<file path="src/rtl/eth_cmd_pkg.sv">
// Shared constants for the KSZ8851 command arbiter:
// engine state codes, arbiter FSM states, timeout error word.
package eth_cmd_pkg;

  localparam logic [3:0] ENG_ADDR0  = 4'd0;
  localparam logic [3:0] ENG_READ1  = 4'd4;
  localparam logic [3:0] ENG_READ2  = 4'd5;
  localparam logic [3:0] ENG_WRITE1 = 4'd7;
  localparam logic [3:0] ENG_WRITE2 = 4'd8;
  localparam logic [3:0] ENG_WAIT   = 4'd9;

  localparam logic [15:0] ARB_ERR_WORD = 16'hDEAD;

  typedef enum logic [1:0] {
    ARB_IDLE,
    ARB_ISSUE,
    ARB_BUSY
  } arb_state_e;

  function automatic logic eng_phase1(input logic [3:0] s);
    return (s == ENG_READ1) || (s == ENG_WRITE1);
  endfunction

  function automatic logic eng_phase2(input logic [3:0] s);
    return (s == ENG_READ2) || (s == ENG_WRITE2);
  endfunction

endpackage

</file>
<file path="src/rtl/eth_cmd_arbiter_rr_pick.sv">
// Combinational round-robin picker: first eligible
// requester at or after ptr, wrapping to 0.
module eth_cmd_arbiter_rr_pick #(
  parameter int NUM_REQ = 4,
  parameter int PW      = $clog2(NUM_REQ)
) (
  input  logic [NUM_REQ-1:0] eligible,
  input  logic [PW-1:0]      ptr,
  output logic [NUM_REQ-1:0] pick_oh,
  output logic [PW-1:0]      pick_idx
);

  always_comb begin
    pick_oh  = '0;
    pick_idx = '0;
    for (int k = 0; k < NUM_REQ; k++) begin
      int idx;
      idx = int'(ptr) + k;
      if (idx >= NUM_REQ) idx = idx - NUM_REQ;
      if (pick_oh == '0 && eligible[idx]) begin
        pick_oh[idx] = 1'b1;
        pick_idx     = PW'(idx);
      end
    end
  end

endmodule

</file>
<file path="src/rtl/eth_cmd_arbiter.sv">
// Round-robin arbiter sharing the KSZ8851 register engine.
// Optional watchdog: define ARB_TIMEOUT_EN.
module eth_cmd_arbiter
  import eth_cmd_pkg::*;
#(
  parameter int NUM_REQ        = 4,
  parameter int TIMEOUT_CYCLES = 4096
) (
  input  logic                    clk40m,
  input  logic                    reset,
  input  logic                    init_done,
  input  logic [NUM_REQ-1:0]      req,
  input  logic [NUM_REQ-1:0]      req_lock,
  input  logic [NUM_REQ-1:0]      req_wr,
  input  logic [NUM_REQ-1:0]      req_len,
  input  logic [8*NUM_REQ-1:0]    req_offset,
  input  logic [16*NUM_REQ-1:0]   req_wdata,
  output logic [NUM_REQ-1:0]      gnt,
  output logic [NUM_REQ-1:0]      done,
  output logic [NUM_REQ-1:0]      err,
  output logic [15:0]             rd_data,
  output logic [7:0]              offset,
  output logic                    length,
  output logic                    WR,
  output logic [15:0]             writeData,
  output logic                    NewCommand,
  input  logic [3:0]              state,
  input  logic [15:0]             readData
);

  localparam int PW = $clog2(NUM_REQ);

  arb_state_e st_q, st_d;
  logic [NUM_REQ-1:0] gnt_q, gnt_d;
  logic [NUM_REQ-1:0] done_q, done_d;
  logic [PW-1:0]      ptr_q, ptr_d;
  logic [PW-1:0]      own_q, own_d;
  logic [15:0]        rd_q, rd_d;
  logic [7:0]         off_q, off_d;
  logic               len_q, len_d;
  logic               wr_q, wr_d;
  logic [15:0]        wd_q, wd_d;
  logic               nc_q, nc_d;

  logic [NUM_REQ-1:0] eligible;
  logic [NUM_REQ-1:0] pick_oh;
  logic [PW-1:0]      pick_idx;

  function automatic logic [PW-1:0] ptr_next(
    input logic [PW-1:0] p
  );
    return (p == PW'(NUM_REQ-1)) ? '0 : p + 1'b1;
  endfunction

  assign eligible = req & (init_done ? {NUM_REQ{1'b1}}
                                     : NUM_REQ'(1));

  eth_cmd_arbiter_rr_pick #(
    .NUM_REQ (NUM_REQ),
    .PW      (PW)
  ) u_rr_pick (
    .eligible (eligible),
    .ptr      (ptr_q),
    .pick_oh  (pick_oh),
    .pick_idx (pick_idx)
  );

`ifdef ARB_TIMEOUT_EN
  localparam int CW = ($clog2(TIMEOUT_CYCLES) < 12)
                    ? 12 : $clog2(TIMEOUT_CYCLES) + 1;
  logic [CW-1:0]      cnt_q, cnt_d;
  logic [NUM_REQ-1:0] err_q, err_d;
`endif

  always_comb begin
    st_d   = st_q;
    gnt_d  = gnt_q;
    done_d = '0;
    ptr_d  = ptr_q;
    own_d  = own_q;
    rd_d   = rd_q;
    off_d  = off_q;
    len_d  = len_q;
    wr_d   = wr_q;
    wd_d   = wd_q;
    nc_d   = nc_q;
`ifdef ARB_TIMEOUT_EN
    err_d  = '0;
    cnt_d  = cnt_q + 1'b1;
`endif
    unique case (st_q)
      ARB_IDLE: begin
        // skip the done cycle so the owner can drop req
        if (pick_oh != '0 && state == ENG_WAIT
            && done_q == '0) begin
          gnt_d = pick_oh;
          own_d = pick_idx;
          off_d = req_offset[8*pick_idx +: 8];
          len_d = req_len[pick_idx];
          wr_d  = req_wr[pick_idx];
          wd_d  = req_wr[pick_idx]
                ? req_wdata[16*pick_idx +: 16] : 16'h0000;
          nc_d  = 1'b1;
          st_d  = ARB_ISSUE;
`ifdef ARB_TIMEOUT_EN
          cnt_d = '0;
`endif
        end
      end
      ARB_ISSUE: begin
        if (eng_phase1(state)) begin
          nc_d = 1'b0;
          st_d = ARB_BUSY;
        end
      end
      ARB_BUSY: begin
        if (eng_phase2(state)) begin
          rd_d   = readData;
          done_d = gnt_q;
          gnt_d  = '0;
          st_d   = ARB_IDLE;
          ptr_d  = req_lock[own_q] ? own_q : ptr_next(own_q);
        end
      end
      default: st_d = ARB_IDLE;
    endcase
`ifdef ARB_TIMEOUT_EN
    if (st_q != ARB_IDLE && cnt_q == CW'(TIMEOUT_CYCLES-1)) begin
      nc_d   = 1'b0;
      done_d = gnt_q;
      err_d  = gnt_q;
      rd_d   = ARB_ERR_WORD;
      gnt_d  = '0;
      st_d   = ARB_IDLE;
      ptr_d  = ptr_next(own_q);
    end
`endif
  end

  always_ff @(posedge clk40m or negedge reset) begin
    if (!reset) begin
      st_q   <= ARB_IDLE;
      gnt_q  <= '0;
      done_q <= '0;
      ptr_q  <= PW'(1);
      own_q  <= '0;
      rd_q   <= '0;
      off_q  <= '0;
      len_q  <= 1'b0;
      wr_q   <= 1'b0;
      wd_q   <= '0;
      nc_q   <= 1'b0;
`ifdef ARB_TIMEOUT_EN
      cnt_q  <= '0;
      err_q  <= '0;
`endif
    end else begin
      st_q   <= st_d;
      gnt_q  <= gnt_d;
      done_q <= done_d;
      ptr_q  <= ptr_d;
      own_q  <= own_d;
      rd_q   <= rd_d;
      off_q  <= off_d;
      len_q  <= len_d;
      wr_q   <= wr_d;
      wd_q   <= wd_d;
      nc_q   <= nc_d;
`ifdef ARB_TIMEOUT_EN
      cnt_q  <= cnt_d;
      err_q  <= err_d;
`endif
    end
  end

`ifdef ARB_TIMEOUT_EN
  assign err = err_q;
`else
  assign err = '0;
`endif

  assign gnt        = gnt_q;
  assign done       = done_q;
  assign rd_data    = rd_q;
  assign offset     = off_q;
  assign length     = len_q;
  assign WR         = wr_q;
  assign writeData  = wd_q;
  assign NewCommand = nc_q;

endmodule

</file>
<file path="config.mk">
export PLATFORM = sky130hd
export DESIGN_NAME = eth_cmd_arbiter
export DESIGN_NICKNAME = d
export VERILOG_FILES = /design/src/rtl/eth_cmd_pkg.sv /design/src/rtl/eth_cmd_arbiter_rr_pick.sv /design/src/rtl/eth_cmd_arbiter.sv
export SDC_FILE = /design/constraint.sdc
export NUM_CORES = 1
export LEC_CHECK = 0
export CAP_MARGIN = 30
export CORE_UTILIZATION = 36
export DETAILED_ROUTE_END_ITERATION = 8
export HOLD_SLACK_MARGIN = 0.03
export PLACE_DENSITY = 0.78
export SYNTH_ARGS = -nofsm -noshare
export SYNTH_HDL_FRONTEND = slang
export SYNTH_HIERARCHICAL = 1
export SYNTH_SLANG_ARGS = --single-unit
</file>
<file path="constraint.sdc">
create_clock -name clk40m -period 4.1 [get_ports clk40m]
set_clock_uncertainty 0.2 [all_clocks]
set_input_delay 0.82 -clock clk40m [delete_from_list [all_inputs] [get_ports clk40m]]
set_output_delay 0.82 -clock clk40m [all_outputs]
set_load 0.01 [all_outputs]
</file>
Word level (Yosys, flattened, before mapping)
Index checks and enable logic that the tools add are counted.
Widths: inputs -> output; s select.

word-level totals
  register bits = 57
  input port bits = 135

operators by class
  $add $sub $neg = 8
  magnitude comparators = 14
  equality and inequality tests = 11
  shift operators = 2
  muxes and demuxes = 54
  bitwise operators = 4
  reduce and logical (&&, ||, !) cells = 24

operators by type and width
  cell                   count
  $ge 32x1->1 const B    4
  $lt 32x4->1 const B    4
  $mux 32                4
  $ge 32x4->1 const B    3
  $sub 32x4->32 const B  3
  $shiftx 64x7->16       1
  $mux 4                 9
  $shiftx 32x6->8        1
  $mux 2                 9
  $mux 1                 17
  $logic_not 4->1        4
  $mux 16                1
  $bmux 1 s2             7
  $eq 4x3->1 const B     3
  $or 4x4->4             3
  $logic_and 1x1->1      9
  $reduce_and 3->1       3
  $demux 1 s2            4
  $eq 4x4->1 const B     2
  $pmux 4 s2             1
  $add 2x2->3 const B    2
  $lt 2x3->1 const B     2
  $ne 2x2->1 const B     3
  $pmux 2 s3             1
  other kinds (13)       17

Longest topological paths before layout
Gate-level depths: netlist (run 1).

  depth in word-level cells = 21
  mapped depth = 15
  mapped depth without buffers = 12

Cells and area by module
The synthesis (run 1) kept the hierarchy.

by module, submodules not included
  module                   instances  cells each  area an instance (sq um)  seq. area each (sq um)
  eth_cmd_arbiter          1          257         2986.6                    1427.6
  eth_cmd_arbiter_rr_pick  1          59          546.8                     0.0

Worst setup path after synthesis (run 1)
OpenSTA, ideal clock, no wires.

  path kind = register -> register
  from = register ptr_q[0]
  to = register off_q[0] (netlist: offset[0])
  setup time = 0.117 ns
  data arrival time = 4.016 ns
  required time = 3.783 ns
  setup slack = -0.233 ns
  cell stages (with the launch flop) = 15
  path buffers = 3
  clock period less this slack = 4.333 ns
  cells stage by stage = dfstp_2 -> buf_6 -> inv_1 -> ha_1 -> mux4_2 -> a21boi_2 -> a21boi_1 -> nand2_2 -> o32ai_1 -> o2bb2ai_1 -> buf_2 -> buf_1 -> mux4_2 -> nand2_1 -> nand2_1

between the ends
  elaborated cells between the ends (all ways) = 69
  those cells by class = 7 x add/sub; 12 x order compare; 1 x shift; 32 x mux; 3 x bitwise; 14 x reduce/logical

RTL lines
  element                                                                 RTL line                       text
  from (decl)                                                             eth_cmd_arbiter.sv:36          logic [PW-1:0] ptr_q, ptr_d;
  from (signal assigned)                                                  eth_cmd_arbiter.sv:161         ptr_q <= ptr_d;
  parallel branches: the longest is 15 deep, another holds $sub 32x4->32  -
  $mux 2 *                                                                eth_cmd_arbiter_rr_pick.sv:20  if (pick_oh == '0 && eligible[idx]) begin
  named net pick_idx[0]                                                   eth_cmd_arbiter.sv:47          logic [PW-1:0] pick_idx;
  $shiftx 32x6->8 *                                                       eth_cmd_arbiter.sv:98          off_d = req_offset[8*pick_idx +: 8];
  to (signal assigned)                                                    eth_cmd_arbiter.sv:148         off_q <= '0;
  to (signal assigned)                                                    eth_cmd_arbiter.sv:164         off_q <= off_d;
  to (decl)                                                               eth_cmd_arbiter.sv:39          logic [7:0] off_q, off_d;

Mark *: on every way through the listed nets, which the timed path passes. The select of a mux whose other input is x is not followed.
A chain may end at the register's enable or synchronous reset.

Final worst setup path (run 1)
  from = input port init_done
  to = register wd_q[11] (netlist: writeData[11])

between the ends
  elaborated cells between the ends (all ways) = 39
  those cells by class = 1 x shift; 24 x mux; 4 x bitwise; 10 x reduce/logical

RTL lines
  element                                                                   RTL line                       text
  from (decl)                                                               eth_cmd_arbiter.sv:11          input logic init_done,
  $mux 4 *                                                                  eth_cmd_arbiter.sv:55          assign eligible = req & (init_done ? {NUM_REQ{1'b1}}
  $and 4x4->4 *                                                             eth_cmd_arbiter.sv:55
  named net eligible[3]                                                     eth_cmd_arbiter.sv:45          logic [NUM_REQ-1:0] eligible;
  $bmux 1 s2                                                                eth_cmd_arbiter_rr_pick.sv:20
  $mux 1 (implied by the code) (2 in series)                                eth_cmd_arbiter_rr_pick.sv:20
  $mux 4                                                                    eth_cmd_arbiter_rr_pick.sv:20
  $logic_not 4->1                                                           eth_cmd_arbiter_rr_pick.sv:20
  $logic_and 1x1->1                                                         eth_cmd_arbiter_rr_pick.sv:20
  [... 2 more ...]                                                          -
  $logic_and 1x1->1                                                         eth_cmd_arbiter_rr_pick.sv:20
  $mux 4                                                                    eth_cmd_arbiter_rr_pick.sv:20
  $logic_not 4->1                                                           eth_cmd_arbiter_rr_pick.sv:20
  $logic_and 1x1->1                                                         eth_cmd_arbiter_rr_pick.sv:20
  $mux 2 *                                                                  eth_cmd_arbiter_rr_pick.sv:20
  named net pick_idx[0]                                                     eth_cmd_arbiter.sv:47
  parallel branches: the longest is 2 deep, another holds $shiftx 64x7->16  -
  $mux 16 *                                                                 eth_cmd_arbiter.sv:102         ? req_wdata[16*pick_idx +: 16] : 16'h0000;
  to (signal assigned)                                                      eth_cmd_arbiter.sv:167         wd_q <= wd_d;
  to (decl)                                                                 eth_cmd_arbiter.sv:42          logic [15:0] wd_q, wd_d;

Marked as above.

==> metrics, run 1 <==
CP Cell Sequence=clkdlybuf4s50_1, and2_4, mux4_2, buf_4, o21ai_2, o211ai_4, o31ai_4, o32ai_2, buf_4, o2bb2ai_4, buf_12, clkbuf_16, mux4_2, nand3_1, nand2_1; Clock Path Buffers=2; Iter 0 DRT Violations=72; Post-synth EDFFs=0; Layout area overhead=72.6%; Num Clock Sinks=57; sequential fraction of the synthesis area=40.4%; I/O Buffers=185; Antenna diodes=0; Slew Viols, Final=0; Synth Register Bits=57; Max-Cap Viols=0; all-layer global routing usage=19.7%; Post-Synth XOR/XNOR Area=0.248%; Root Buffer=clkbuf_8; vias in the first global route=3273; CP endpoint kind=register; FP Rows=35; Ports=190; Finished Cell Area=6100 sq um; layout cells sized above 1=22.0%; DR vias/cell=5.00; height of the die=101 um; largest family of logic cells by synthesized area=multiplexers; Residual DRC=0; Tightest Pin Transition=0.807 ns; first-pass GRT wire length=15500 um; critical path class=in -> reg; cell family with most CP delay=buffers and inverters; setup violators final=0; post-synth top area cell=dfrtp_1; Filler cells=786; Initial Util=37.7%; library cells used by synthesis=59; Simple-Gate Fraction of Synth Area=16.6%; ys async rst share=100%; pwr dens=707 nW/um^2; area of the die=10200 sq um; routed len/inst=15.8 um; Worst EP required=4.11 ns; synth warn=6; Worst path depth=15; # nets final=670; Post-Syn Instances=316; r2r setup slk=0.20 ns; Most used DFF post-synth=dfrtp_1; Pleak=2.59 nW; die width=101 um; status=completed; share of the synthesized area in the top cell type=39.7%; largest net degree at the start of global routing=37; Tmin final=4.02 ns; GP Congestion=0.850; most frequent cells after synthesis=76 x nand2_1, 56 x dfrtp_1, 28 x mux4_2; crit path max fanout=8; Clock transition at path regs=0.07 ns; Synth area leaders=dfrtp_1 40%, mux4_2 18%, nand2_1 8.1%; Clk Latency, worst-skew pair=0.32 ns; worst reg2reg path endpoint=gnt[1]$_DFFE_PN0P_; most frequent cell after synthesis=nand2_1; via count=3303; CTS tree=built; worst hold margin=0.271 ns; CTS H-tree depth=3; Buffers & Inverters on Critical Path=5; Compound-Gate Fraction of Synth Area=9.95%; max incr delay on CP=0.55 ns; final hold vios=0; gr ovfl total=0; average size of a mapped cell=11.2 sq um; crit path from=init_done; capture point of the worst path=writeData[11]$_DFFE_PN0P_; fin util=65.1%; DP Wirelength=8250 um; Total Power=0.00431 W; Slew headroom=46.2%; Adder-Cell Fraction of Synth Area=3.19%; TritonCTS Buffers=9; FMAX=249 MHz; mapped cell area=3530 sq um; initial antenna violation count=0; mux contribution to synthesized area=25.2%; Worst Hold Class=reg -> reg; Data arrival, critical path=4.03 ns; Reg2Reg Depth=12; Tcrit/Tclk final=97.9%; CP max-delay cell=mux4_2; DRT antenna net count=0; Peak VDD IR=0.330 mV; floorplan core area=9370 sq um; CP startpoint kind=input pin; placed cell area=5720 sq um; DRT Wirelength=10400 um; Worst R2R Start=ptr_q[0]$_DFFE_PN1P_; TritonRoute pass-1 iters=4
==> where the power goes <==
group / switching [W] / internal [W] / leakage [nW] / total (W)
clock network: 0.000241 / 0.000347 / 0.106 / 0.000588
logic: 0.00115 / 0.00162 / 1.74 / 0.00277
registers: 0.000150 / 0.000805 / 0.748 / 0.000954
==> stage by stage <==
stage	setup slack [ns]	cells	TNS, ns
floorplan	0.00394	319	0
global placement	-0.263	639	-8.08
detailed placement	-0.325	639	-10.09
CTS	0.0257	655	0
global route	-0.0481	660	-0.0871
finish	0.0842	660	0
==> sequential cells by signal, indices dropped and copies added, names as in the netlist <==
signal and flops:
rd_data 16, writeData 16, offset 8, done 4
gnt 4, own_q 2, ptr_q 2, st_q 2
NewCommand 1, WR 1, length 1
==> worst register-to-register path: cells and delay by family (launching register included) <==
kind	cells	cell delay, ns
simple gates	4	1.11
compound gates	5	0.97
flops	1	0.53
mux	1	0.51
fa+ha+maj	1	0.35
buf+inv	1	0.11
==> layout make-up <==
cell class	instances	area (sq um)	share of cell area, %
Clock inverter	7	101	1.66
Clock buffer	9	124	2.03
Timing Repair Buffer	214	2160	35.4
Sequential cell	57	1430	23.4
Multi-Input combinational cell	236	2100	34.4
Inverter	8	30.0	0.493
Tap cell	129	161	2.65
==> cell usage in the layout, fill, tap and decap left out, types with 3 or more instances in the layout <==
cell type and instances:
mux2_2 18, mux4_2 29, and2_4 4, buf_4 22, nor2b_1 3, inv_1 8, nand3_1 18, nand2b_1 3
o21ai_0 7, buf_12 6, clkdlybuf4s50_1 184, a22o_1 6, nor2_1 12, nand2_1 76, clkbuf_8 9, conb_1 4
ha_1 9, a21oi_1 4, dfrtp_1 56
==> logic make-up after synthesis <==
group,after synthesis
buffers and inverters,28
AND/OR/NAND/NOR,128
adder cells (fa/ha/maj),9
flip-flops,57
other,1
AO/OA/AOI/OAI,42
XOR/XNOR,1
multiplexers,50
==> repair_timing <==
action,4_1_cts,5_1_grt
endpoints found under the setup margin,19,32
gates cloned,0,3
buffers inserted,0,2
pin swaps,0,7
resized for setup,1,9
hold buffers,0,0
==> per-layer routing <==
layer  up-vias  GRT usage, %  share of wire [%]
met5         -             0                  0
met4         0          6.35               0.69
met3         8          3.33                5.4
met2       134          37.2                 56
met1      1589          22.4                 38
li1       1572             -                  -
==> worst min path at each step <==
stage / start / to / slack, ns / depth (start not counted)
2_1_floorplan: ptr_q[0]$_DFFE_PN1P_ / ptr_q[0]$_DFFE_PN1P_ / 0.30 / 2
3_3_place_gp: offset[3]$_DFFE_PN0P_ / offset[3]$_DFFE_PN0P_ / 0.25 / 2
3_5_place_dp: writeData[8]$_DFFE_PN0P_ / writeData[8]$_DFFE_PN0P_ / 0.25 / 2
4_1_cts: writeData[8]$_DFFE_PN0P_ / writeData[8]$_DFFE_PN0P_ / 0.27 / 2
5_1_grt: writeData[13]$_DFFE_PN0P_ / writeData[13]$_DFFE_PN0P_ / 0.29 / 2
6_report: writeData[13]$_DFFE_PN0P_ / writeData[13]$_DFFE_PN0P_ / 0.27 / 2
Power figures use the tool's default switching activity.
==> run 2, diff against run 1 <==
--- a/config.mk
+++ b/config.mk
@@ -6,6 +6,7 @@
 export NUM_CORES = 1
 export LEC_CHECK = 0
 export CAP_MARGIN = 30
+export CORE_MARGIN = 2
 export CORE_UTILIZATION = 36
 export DETAILED_ROUTE_END_ITERATION = 8
 export HOLD_SLACK_MARGIN = 0.03
==> run 2 against run 1 <==
The run now ends with setup timing left. Combinational power is 6% higher. Register-to-register slack lost 0.09 ns. Fmax decreased by 2.2%. Utilization decreased by 0.70 points. Hold slack lost 0.0052 ns. Final cell count up 2.3%. Setup slack got worse by 0.089 ns. Critical path type unchanged. Largest cell class unchanged.
==> metrics, run 2 (synthesis gave the netlist of run 1 again) <==
initial antenna violation count=0; FP Rows=36; I/O Buffers=185; height of the die=103 um; routed len/inst=16.4 um; all-layer global routing usage=19.4%; DP Wirelength=8330 um; gr ovfl total=0; TritonRoute pass-1 iters=5; Peak VDD IR=0.415 mV; FMAX=244 MHz; Pleak=2.67 nW; vias in the first global route=3337; Ports=190; pre-CTS WS=-0.360 ns; Finished Cell Area=6200 sq um; register area=1430 sq um; Clock Path Buffers=2; Tightest Pin Transition=0.794 ns; Multi-input gate area=2100 sq um; DRT Wirelength=11000 um; layout cells sized above 1=24.0%; crit path max fanout=9; status=finished with violations; setup violators final=1; Antenna diodes=0; placed cells=647; DR vias/cell=5.06; critical path class=in -> reg; Tmin final=4.11 ns; GP Congestion=0.870; final hold vios=0; area of the die=10600 sq um; Worst Hold Class=reg -> reg; Clock transition at path regs=0.07 ns; Slew headroom=47.0%; setup TNS=-0.00502 ns; CP endpoint kind=register; most frequent cells in the layout=183 x clkdlybuf4s50_1, 76 x nand2_1, 56 x dfrtp_1; die width=103 um; Initial Util=36.7%; Data arrival, critical path=4.12 ns; Layout area overhead=75.6%; Worst EP required=4.12 ns; Residual DRC=0; Hold Buf Count CTS=0; CTS tree=built; # nets final=681; Clk Latency, worst-skew pair=0.32 ns; first-pass GRT wire length=15700 um; fin util=64.4%; Num Clock Sinks=57; TritonCTS Buffers=9; Filler cells=803; floorplan core area=9640 sq um; pwr dens=722 nW/um^2; DRT antenna net count=0; Max-Cap Viols=0; placed cell area=5740 sq um; Tcrit/Tclk final=100%; CTS H-tree depth=3; post-route setup slack=-0.00502 ns; Root Buffer=clkbuf_8; failing checks=setup timing; largest net degree at the start of global routing=36; Slew Viols, Final=0; Iter 0 DRT Violations=82; most common cell after layout, fill and taps aside=clkdlybuf4s50_1; Non-Filler Instances=675; CP startpoint kind=input pin; via count=3415
[run 2: final timing paths]
| path | from | to | slack [ns] | cells past startpoint |
|---|---|---|---|---|
| max | req[3] | writeData[8]$_DFFE_PN0P_ | -0.005 | 14 |
| min | writeData[14]$_DFFE_PN0P_ | writeData[14]$_DFFE_PN0P_ | 0.27 | 2 |
| max reg2reg | ptr_q[0]$_DFFE_PN1P_ | writeData[8]$_DFFE_PN0P_ | 0.11 | 13 |
| min reg2reg | writeData[14]$_DFFE_PN0P_ | writeData[14]$_DFFE_PN0P_ | 0.27 | 2 |
| max in group asynchronous | reset | offset[7]$_DFFE_PN0P_ | 2.52 | 2 |
| min in group asynchronous | reset | gnt[1]$_DFFE_PN0P_ | 0.38 | 1 |
[run 2: per-layer routing]
metal  track usage [%]  up-vias  part of all wire, %  wire (um)
li1                  -     1599                    -          -
met1              22.5     1651                   38       4180
met2              33.8      147                   54       5990
met3              4.61       18                  5.8        639
met4              8.91        0                  2.0        221
met5                 0        -                    0          0
[run 2: area by class of cell]
cell class,count,area share [%]
clock buffers,9,2.00
multi-input cells,236,33.8
flip-flops and latches,57,23.0
inverters,8,0.484
clock inverters,7,1.65
repair buffers,225,36.3
well taps,133,2.68
[run 2: where the power goes]
| group | switching (W) | leakage (nW) | internal (W) | total (W) |
|---|---|---|---|---|
| combinational | 0.00122 | 1.81 | 0.00172 | 0.00294 |
| clock | 0.000245 | 0.110 | 0.000348 | 0.000593 |
| sequential | 0.000142 | 0.748 | 0.000805 | 0.000947 |
[run 2: stage by stage]
stage                     hold WS (ns)  total power [W]
after detailed placement         0.255          0.00353
after CTS                        0.271          0.00415
after floorplan                  0.300          0.00240
after global routing             0.295          0.00476
after global placement           0.251          0.00349
final                            0.265          0.00448
[run 2: critical path, cell delays in order]
cell and delay (ns):
clkdlybuf4s50_1 0.43, and2_4 0.18, mux4_2 0.54, buf_4 0.17
o21ai_2 0.08, o211ai_4 0.16, o31ai_4 0.36, nor3_4 0.08
buf_4 0.16, o2bb2ai_4 0.16, buf_12 0.16, mux4_2 0.63
nand3_1 0.14, nand2_1 0.06
[run 2: timing repair]
item | CTS | global route
setup endpoints to repair | 9 | 34
pin swaps | 0 | 10
hold endpoints to repair | 0 | 0
cloned | 0 | 5
setup buffers | 0 | 7
gates resized for setup | 1 | 13
==> run 3, diff against run 2 <==
--- a/config.mk
+++ b/config.mk
@@ -11,6 +11,7 @@
 export DETAILED_ROUTE_END_ITERATION = 8
 export HOLD_SLACK_MARGIN = 0.03
 export PLACE_DENSITY = 0.78
+export SETUP_SLACK_MARGIN = 0.05
 export SYNTH_ARGS = -nofsm -noshare
 export SYNTH_HDL_FRONTEND = slang
 export SYNTH_HIERARCHICAL = 1
==> run 3 against run 2 <==
The run now ends clean. Fmax grew 4.4%. Design area is essentially flat. Register-to-register slack gained 0.08 ns. Count of clock-buffer cells in the layout is the same. Sequential share of layout area is essentially flat. Setup slack gained 0.17 ns. Utilization is essentially flat. Non-clock buffer count shrank 5. Wire length shrank 1.2%. Final cell count shrank 0.74%. Flip-flop and latch count is the same. Via count shrank 1.4%. Critical path type unchanged. Largest cell class unchanged. Largest power group unchanged.
==> metrics, run 3 (synthesis gave the netlist of run 1 again) <==
status=completed; Net Sw Frac=36.3%; DRT Wirelength=10900 um; Antenna diodes=0; FP Rows=36; Clk Latency, worst-skew pair=0.33 ns; CP endpoint kind=register; Worst EP required=4.12 ns; crit path max fanout=6; fin util=64.4%; proportion of power drawn by flip-flops and latches=21.4%; internal power=0.00282 W; Pleak=2.66 nW; Initial Util=36.7%; FMAX=254 MHz; Slew Viols, Final=0; GP Congestion=0.907; TritonRoute pass-1 iters=4; critical path class=in -> reg; via count=3368; layout cells sized above 1=25.0%; Met1 Wirelength=3910 um; most common cell after layout, fill and taps aside=clkdlybuf4s50_1; Max Used Layer=met4; floorplan core area=9640 sq um; Max-Cap Viols=0; Iter 0 DRT Violations=84; CTS H-tree depth=3; # nets final=676; setup violators final=0; hold_sp=offset[0]$_DFFE_PN0P_; final hold vios=0; Clk network pwr share=13.5%; height of the die=103 um; Worst R2R Start=ptr_q[0]$_DFFE_PN1P_; Data arrival, critical path=3.95 ns; Non-Filler Instances=670; Num Clock Sinks=57; Worst Hold Class=reg -> reg; Ports=190; Logic pwr share=65.1%; Finished Cell Area=6210 sq um; I/O Buffers=185; Clock transition at path regs=0.07 ns; Hold Buf Count CTS=0; largest net degree at the start of global routing=41; Tightest Pin Transition=0.884 ns; DP Wirelength=8300 um; crit path from=req[0]; Clock Path Buffers=2; Tcrit/Tclk final=95.9%; Residual DRC=0; routed len/inst=16.3 um; Layout area overhead=75.6%; first-pass GRT wire length=15500 um; CP startpoint kind=input pin; DRT antenna net count=0; TritonCTS Buffers=9; gr ovfl total=0; initial antenna violation count=0; area of the die=10600 sq um; Peak VDD IR=0.464 mV; all-layer global routing usage=19.2%; DR vias/cell=5.03; CTS tree=built; Total Power=0.00443 W; placed cell area=5700 sq um; Root Buffer=clkbuf_8; vias in the first global route=3314; most frequent cells in the layout=180 x clkdlybuf4s50_1, 75 x nand2_1, 56 x dfrtp_1; DR WL met3=729 um; die width=103 um; Filler cells=782; placed cells=643; Psw=0.00161 W; Slew headroom=41.1%; Tmin final=3.93 ns; unrepaired setup endpoints after global routing=false; routed wl met2=6070 um; pwr dens=713 nW/um^2
[run 3: cell count changes in the layout (fill, tap and decap cells not counted), moves of 2 or more]
cell | previous run | this run
clkbuf_16 | 2 | 0
buf_4 | 31 | 26
nand3_2 | 0 | 7
dlymetal6s2s_1 | 1 | 4
nand3_1 | 18 | 11
clkdlybuf4s50_1 | 183 | 180
[run 3: cell type report]
cell class | instances | area [sq um] | share of cell area, %
Clock buffer | 9 | 124 | 2.00
Clock inverter | 7 | 103 | 1.65
Inverter | 8 | 30.0 | 0.484
Multi-Input combinational cell | 236 | 2150 | 34.7
Sequential cell | 57 | 1430 | 23.0
Tap cell | 133 | 166 | 2.68
Timing Repair Buffer | 220 | 2200 | 35.5
[run 3: metal layers]
layer  global-route usage [%]  vias up
met5                        0        -
met4                     7.29        0
met3                     3.80       18
met1                     21.9     1607
met2                     35.3      154
li1                         -     1589
[run 3: critical path, cell delays in order]
cell             delay [ns]
clkdlybuf4s50_1        0.44
mux4_2                 0.59
buf_4                  0.20
o21ai_0                0.08
o211a_1                0.22
o31ai_4                0.10
nor3_4                 0.28
a221o_1                0.27
nor4_4                 0.07
or4_4                  0.52
and2_4                 0.19
a22o_1                 0.18
[run 3: final timing paths]
check,to,slack [ns],cells after the start
worst min-delay path,offset[0]$_DFFE_PN0P_,0.27,2
worst max register to register,writeData[4]$_DFFE_PN0P_,0.19,13
worst min register to register,offset[0]$_DFFE_PN0P_,0.27,2
worst max-delay path,gnt[0]$_DFFE_PN0P_,0.17,12
min in group asynchronous,rd_data[0]$_DFFE_PN0P_,0.40,1
max in group asynchronous,own_q[0]$_DFFE_PN0P_,2.52,2
[run 3: through the flow]
step / hold WS [ns] / setup WS [ns] / TNS [ns]
floorplan: 0.300 / 0.0669 / 0
global placement: 0.248 / -0.237 / -7.46
detailed placement: 0.256 / -0.296 / -7.98
CTS: 0.273 / 0.0635 / 0
global route: 0.291 / 0.0459 / 0
finish: 0.267 / 0.169 / 0
[run 3: power by group through the flow]
stage	sequential (W)	combinational (W)	clock [W]
after floorplan	0.00106	0.00135	0
after global placement	0.000947	0.00246	0
after detailed placement	0.000962	0.00248	0
after CTS	0.000953	0.00249	0.000614
after global routing	0.000981	0.00309	0.000634
final	0.000948	0.00288	0.000597
[run 3: repair_timing]
item / CTS / global route
hold endpoints to repair: 0 / 0
buffers inserted: 0 / 9
resized for setup: 0 / 34
endpoints found under the setup margin: 0 / 34
